[src/rtl/alu_pkg.sv]
// Shared ALU types and sizing helpers for the serial sltu comparator.
package alu_pkg;

  localparam int unsigned AluWidth = 32;

  typedef enum logic [1:0] {
    StIdle,
    StRun,
    StDone
  } state_e;

  function automatic int unsigned chunk_count(input int unsigned width, input int unsigned bpc);
    return width / bpc;
  endfunction

endpackage

[src/rtl/sub_chunk.sv]
// Combinational W-bit subtract-with-borrow: {bout, d} = a - b - bin.
module sub_chunk #(
  parameter int unsigned W = 4
) (
  input  logic [W-1:0] a,
  input  logic [W-1:0] b,
  input  logic         bin,
  output logic [W-1:0] d,
  output logic         bout
);

  assign {bout, d} = {1'b0, a} - {1'b0, b} - {{W{1'b0}}, bin};

endmodule

[src/rtl/sltu_serial_compare.sv]
// Multi-cycle unsigned compare (a < b, a == b) one chunk per clock, LS chunk first.
// Optional SLTU_SIGNED_EN adds an is_signed input giving slt semantics.
module sltu_serial_compare
  import alu_pkg::*;
#(
  parameter int unsigned WIDTH          = AluWidth,
  parameter int unsigned BITS_PER_CYCLE = 4
) (
  input  logic             clk,
  input  logic             reset,
  input  logic             start,
`ifdef SLTU_SIGNED_EN
  input  logic             is_signed,
`endif
  input  logic [WIDTH-1:0] a,
  input  logic [WIDTH-1:0] b,
  output logic             busy,
  output logic             done,
  output logic             lt,
  output logic             eq
);

  localparam int unsigned NCHUNK = chunk_count(WIDTH, BITS_PER_CYCLE);
  localparam int unsigned CntW   = (NCHUNK > 1) ? $clog2(NCHUNK) : 1;
  localparam logic [CntW-1:0] LastCnt = CntW'(NCHUNK - 1);

  state_e                     state_q, state_d;
  logic [WIDTH-1:0]           a_q, a_d, b_q, b_d;
  logic [CntW-1:0]            cnt_q, cnt_d;
  logic                       borrow_q, borrow_d;
  logic                       nonzero_q, nonzero_d;
  logic                       done_q, done_d;
  logic                       lt_q, lt_d;
  logic                       eq_q, eq_d;
  logic                       sign_flip_q, sign_flip_d;
  logic [BITS_PER_CYCLE-1:0]  diff;
  logic                       bout;

  sub_chunk #(
    .W (BITS_PER_CYCLE)
  ) u_sub_chunk (
    .a    (a_q[BITS_PER_CYCLE-1:0]),
    .b    (b_q[BITS_PER_CYCLE-1:0]),
    .bin  (borrow_q),
    .d    (diff),
    .bout (bout)
  );

  always_comb begin
    state_d     = state_q;
    a_d         = a_q;
    b_d         = b_q;
    cnt_d       = cnt_q;
    borrow_d    = borrow_q;
    nonzero_d   = nonzero_q;
    done_d      = 1'b0;
    lt_d        = lt_q;
    eq_d        = eq_q;
    sign_flip_d = sign_flip_q;

    unique case (state_q)
      StIdle: begin
        if (start) begin
          a_d       = a;
          b_d       = b;
          borrow_d  = 1'b0;
          nonzero_d = 1'b0;
          cnt_d     = '0;
          state_d   = StRun;
`ifdef SLTU_SIGNED_EN
          // Differing msbs invert the unsigned ordering when signed.
          sign_flip_d = is_signed & (a[WIDTH-1] ^ b[WIDTH-1]);
`else
          sign_flip_d = 1'b0;
`endif
        end
      end
      StRun: begin
        borrow_d  = bout;
        nonzero_d = nonzero_q | (|diff);
        a_d       = a_q >> BITS_PER_CYCLE;
        b_d       = b_q >> BITS_PER_CYCLE;
        cnt_d     = cnt_q + 1'b1;
        if (cnt_q == LastCnt) begin
          state_d = StDone;
        end
      end
      StDone: begin
        done_d  = 1'b1;
        lt_d    = borrow_q ^ sign_flip_q;
        eq_d    = ~nonzero_q;
        state_d = StIdle;
      end
      default: state_d = StIdle;
    endcase
  end

  always_ff @(posedge clk or posedge reset) begin
    if (reset) begin
      state_q     <= StIdle;
      a_q         <= '0;
      b_q         <= '0;
      cnt_q       <= '0;
      borrow_q    <= 1'b0;
      nonzero_q   <= 1'b0;
      done_q      <= 1'b0;
      lt_q        <= 1'b0;
      eq_q        <= 1'b0;
      sign_flip_q <= 1'b0;
    end else begin
      state_q     <= state_d;
      a_q         <= a_d;
      b_q         <= b_d;
      cnt_q       <= cnt_d;
      borrow_q    <= borrow_d;
      nonzero_q   <= nonzero_d;
      done_q      <= done_d;
      lt_q        <= lt_d;
      eq_q        <= eq_d;
      sign_flip_q <= sign_flip_d;
    end
  end

  assign busy = (state_q != StIdle);
  assign done = done_q;
  assign lt   = lt_q;
  assign eq   = eq_q;

endmodule
[config.mk]
export PLATFORM = sky130hd
export DESIGN_NAME = sltu_serial_compare
export DESIGN_NICKNAME = d
export VERILOG_FILES = /design/src/rtl/alu_pkg.sv /design/src/rtl/sub_chunk.sv /design/src/rtl/sltu_serial_compare.sv
export SDC_FILE = /design/constraint.sdc
export NUM_CORES = 1
export LEC_CHECK = 0
export CAP_MARGIN = 0
export CELL_PAD_IN_SITES_DETAIL_PLACEMENT = 0
export CELL_PAD_IN_SITES_GLOBAL_PLACEMENT = 2
export CORE_MARGIN = 10
export CORE_UTILIZATION = 33
export DETAILED_ROUTE_END_ITERATION = 8
export HOLD_SLACK_MARGIN = 0.06
export PLACE_DENSITY = 0.82
export SLEW_MARGIN = 20
export SYNTH_ARGS = -nofsm -noshare
export SYNTH_HDL_FRONTEND = slang
export SYNTH_SLANG_ARGS = --single-unit
[constraint.sdc]
create_clock -name clk -period 2.65 [get_ports clk]
set_input_delay 0.53 -clock clk [delete_from_list [all_inputs] [get_ports clk]]
set_output_delay 0.53 -clock clk [all_outputs]
set_load 0.005 [all_outputs]
### Word level (Yosys, flattened, before mapping)

Cells that the tools add are included.

| word-level totals | value |
|---|---|
| flip-flop bits (word level) | 74 |
| word-level logic and storage cells | 38 |

| cells by class | value |
|---|---|
| add/sub/neg operators | 3 |
| equal/unequal tests | 5 |
| mux-type cells | 13 |
| bitwise operators | 2 |
| reduce and logical (&&, ||, !) cells | 6 |

Operators with widths:

| cell | number |
|---|---|
| 32-bit case mux with 2 select lines | 2 |
| 32-bit 2-to-1 mux | 2 |
| 3-bit case mux with 2 select lines | 1 |
| 4-bit by 4-bit subtractor with 5-bit output | 1 |
| 5-bit by 1-bit subtractor with 5-bit output | 1 |
| 2-bit 2-to-1 mux | 2 |
| 2-bit inequality test, second input constant | 2 |
| 1-bit case mux with 2 select lines | 2 |
| 2-bit case mux with 2 select lines | 1 |
| 2-bit AND reduction | 2 |
| 2-bit nonzero test | 2 |
| 4-bit OR reduction | 1 |
| 3-bit by 1-bit adder with 3-bit output, second input constant | 1 |
| 3-bit == test, second input constant | 1 |
| 3-bit 2-to-1 mux | 1 |
| 2-bit by 1-bit == test with 1-bit output, second input constant | 1 |
| 2-bit == test, second input constant | 1 |
| 2-bit logical NOT | 1 |
| 1-bit 2-to-1 mux | 2 |
| 1-bit inverter | 1 |
| 1-bit bitwise OR | 1 |

### Depth between registers and ports, before layout

| depth | value |
|---|---|
| word-level depth | 5 |
| gate-level depth with buffers | 10 |
| gate-level depth less buffers | 10 |

### Hierarchy

A second synthesis with hierarchy kept.

| unflattened totals | value |
|---|---|
| cells, all modules | 372 |
| area total of the unflattened synthesis | 3667.3 um^2 |

By module, submodules not included:

| module | times used | cells an instance | area each (um^2) | seq. area each (um^2) |
|---|---|---|---|---|
| sltu_serial_compare | 1 | 345 | 3450.8 | 1851.8 |
| sub_chunk | 1 | 27 | 216.5 | 0.0 |

### Worst setup path before layout

OpenSTA, ideal clock, no wires.

| timing path | value |
|---|---|
| path kind | flip-flop to flip-flop |
| start | reg a_q[0] |
| end | reg borrow_q |
| data arrival time | 2303 ps |
| data required time | 2527 ps |
| setup slack | 224 ps |
| stages on the path, launching flop included | 10 |
| path buffers | 0 |
| cells stage by stage | dfrtp_1 fa_1 inv_1 ha_1 or2_2 fa_1 nand2b_1 a21oi_1 xnor2_1 o21ai_1 |

| on the way | value |
|---|---|
| cells in the longest elaborated chain, start to end | 3 |

RTL lines:

| element | line | text |
|---|---|---|
| start, declared | sltu_serial_compare.sv:28 | `logic [WIDTH-1:0] a_q, a_d, b_q, b_d;` |
| start signal, assigned | sltu_serial_compare.sv:101 | `a_q <= '0;` |
| start signal, assigned | sltu_serial_compare.sv:112 | `a_q <= a_d;` |
| 4-bit by 4-bit subtractor with 5-bit output | sub_chunk.sv:12 | `assign {bout, d} = {1'b0, a} - {1'b0, b} - {{W{1'b0}}, bin};` |
| 5-bit by 1-bit subtractor with 5-bit output | sub_chunk.sv:12 |  |
| 1-bit case mux with 2 select lines | sltu_serial_compare.sv:61 | `unique case (state_q)` |
| end signal, assigned | sltu_serial_compare.sv:115 | `borrow_q <= borrow_d;` |
| end, declared | sltu_serial_compare.sv:30 | `logic borrow_q, borrow_d;` |

No other way between the ends.
A chain may end at the register's enable or synchronous reset.

### Final worst setup path

Ends and elaborated chain as after synthesis.

==> results.tsv <==
metric	value	unit
Slew Limit Fails	0	
Mapped Cells	346	
largest buffer count on any clock path	2	
Final Hold Viols	0	
Skew-Pair Late Insertion Delay	360	ps
VDD IR max	327	uV
largest net degree at the start of global routing	55	
count of state elements after synthesis	74	
Slew headroom	52.6	%
setup violators final	0	
Max-cap violations	0	
Crit path arrival time	2680	ps
WHS	480	ps
worst r2r path cells	9	
crit-path max FO	2	
# IOs	71	
ANT nets after route	0	
crit path kind	flop to flop	
sequential power share	43.5	%
slack of the worst reg-to-reg path	200	ps
Switching Fraction	38.6	%
nets@finish	482	
Mean Syn Cell Area	10.5	um^2
final core utilization	42.8	%
Worst-path clk slew	70	ps
CTS buffer count	9	
Synth Cell Area	3640	um^2
most common cell after layout, fill and taps aside	a22oi_1	
WL per Instance	18.2	um
CTS tree	yes	
clk root buf	clkbuf_8	
pwr dens	999	nW/um^2
# hold bufs at CTS	0	
Pleak	0.00192	uW
row cnt	38	
initial antenna violation count	0	
drt total wl	9.99	mm
Psw	1790	uW
yosys warns	0	
overall global routing resource usage	12.8	%
Final GP Congestion	0.758	
Comb pwr share	39.8	%
setup tns final	0	ps
Vias/cell	5.42	
routed vias	2982	
Tmin final	2450	ps
CORE AREA	10800	um^2
RSZ-0062 raised after global routing	no	
syn_nets	423	
clk_skew	8.25	ps
initial drt markers	305	
Die W	125	um
period utilization	92.4	%
grt total ovfl	0	
Initial Util	33.6	%
register area share after synthesis	50.9	%
port bufs	70	
share of cells above drive strength 1	8.54	%
Internal Power	2850	uW
DP Wirelength	6.69	mm
# DRC	0	
nature of the critical path startpoint	flop	
most frequent cells in the layout	a22oi_1, dfrtp_1, clkdlybuf4s50_1	
H-tree Lvls	3	
vias in the first global route	3179	
fmax	409	MHz
status	completed	
CP required	2890	ps
DR pass1 iterations	5	
Sink Count	74	
Fillers	1071	
first-pass GRT wire length	16.8	mm
Crit. End Element	flop	
Hold Crit Class	input port to async pin	
Die ar.	15600	um^2
ANT cells	0	
Die H	125	um
reg-to-reg critical path endpoint	borrow_q	
Clk pwr share	16.8	%
Distinct cells, synth	27	
Area Overhead vs Synth	27.6	%
slew of the pin with the lowest slew margin	709	ps
worst r2r src	a_q[0]	
## cell families (layout without fill, tap and decap cells)
family / after synthesis / after routing / synth area share, %
adders and majority gates: 10 / 10 / 3.85
DFF: 74 / 74 / 50.9
AOI/OAI and AO/OA: 194 / 194 / 35.7
xor gates and xnor gates: 4 / 4 / 0.963
and+or+nand+nor: 20 / 20 / 2.72
buffers and inverters: 44 / 108 / 5.91
## through the flow
step	total power, uW	cells	cell area, um^2	setup WS, ps
floorplan	3350	346	3640	224
global placement	3820	533	4470	158
detailed placement	3880	533	4470	113
CTS	4660	549	4630	109
global route	5060	550	4640	41.8
finish	4640	550	4640	202
## worst max-delay path, cell delays in order, from the launching register on
cell      delay (ps)
dfrtp_1          400
fa_1             560
inv_1             40
ha_1             180
or2_2            280
fa_2             350
nand2b_1         150
a21oi_1          170
xnor2_1          130
o21ai_1           70
## cell type report
type | count | area (um^2) | share of cell area, %
flip-flops and latches | 74 | 1850 | 39.9
well taps | 140 | 175 | 3.77
clock buffers | 13 | 149 | 3.21
repair buffers | 81 | 821 | 17.7
multi-input cells | 228 | 1590 | 34.2
inverters | 11 | 42.5 | 0.916
clock inverters | 3 | 15.0 | 0.323
## cells in the mapped netlist
master / instances / area (um^2)
a21oi_1: 3 / 15.0
a221oi_2: 1 / 15.0
a22o_1: 5 / 43.8
a22oi_1: 117 / 878
and2_1: 1 / 6.26
buf_1: 2 / 7.51
buf_2: 7 / 35.0
buf_4: 5 / 37.5
buf_6: 3 / 33.8
clkbuf_1: 16 / 60.1
dfrtp_1: 74 / 1850
fa_1: 2 / 40.0
ha_1: 8 / 100
inv_1: 10 / 37.5
inv_2: 1 / 3.75
nand2_1: 9 / 33.8
nand2b_1: 3 / 18.8
nand3b_1: 1 / 7.51
nor2_1: 2 / 7.51
nor2_2: 1 / 6.26
nor2b_1: 1 / 6.26
o21ai_0: 4 / 20.0
o21ai_1: 63 / 315
o21bai_2: 1 / 11.3
or2_2: 2 / 12.5
xnor2_1: 3 / 26.3
xor2_1: 1 / 8.76
## sequential cells by signal, indices dropped and copies added, names as in the netlist
| signal | cells |
|---|---|
| done | 1 |
| borrow_q | 1 |
| state_q | 2 |
| eq | 1 |
| a_q | 32 |
| cnt_q | 3 |
| lt | 1 |
| nonzero_q | 1 |
| b_q | 32 |
## worst max path at each step
stage	from	endpoint	slack, ps	cells after the start
2_1_floorplan	a_q[0]	borrow_q	220	9
3_3_place_gp	a_q[0]	borrow_q	160	9
3_5_place_dp	a_q[0]	borrow_q	110	9
4_1_cts	a_q[0]	borrow_q	110	9
5_1_grt	b_q[0]	borrow_q	40	10
6_report	a_q[0]	borrow_q	200	9
## power groups by stage
stage	sequential [uW]	combinational (uW)	clock [uW]
global route	2090	2120	851
finish	2020	1840	778
CTS	2020	1850	795
global placement	2010	1810	0
detailed placement	2030	1850	0
floorplan	1870	1490	0
## timing repair
action	in CTS	in global routing
resized for setup	0	1
endpoints found under the setup margin	0	2
setup buffers	0	1
## metal layers
layer	vias to the layer above	global-route usage (%)	routed length, um
met5	-	0	0
met4	0	4.07	106
met3	9	2.83	445
met2	57	20.2	4780
met1	1464	16.8	4660
li1	1452	-	-
Note: power is estimated with default switching activity, not from simulation.
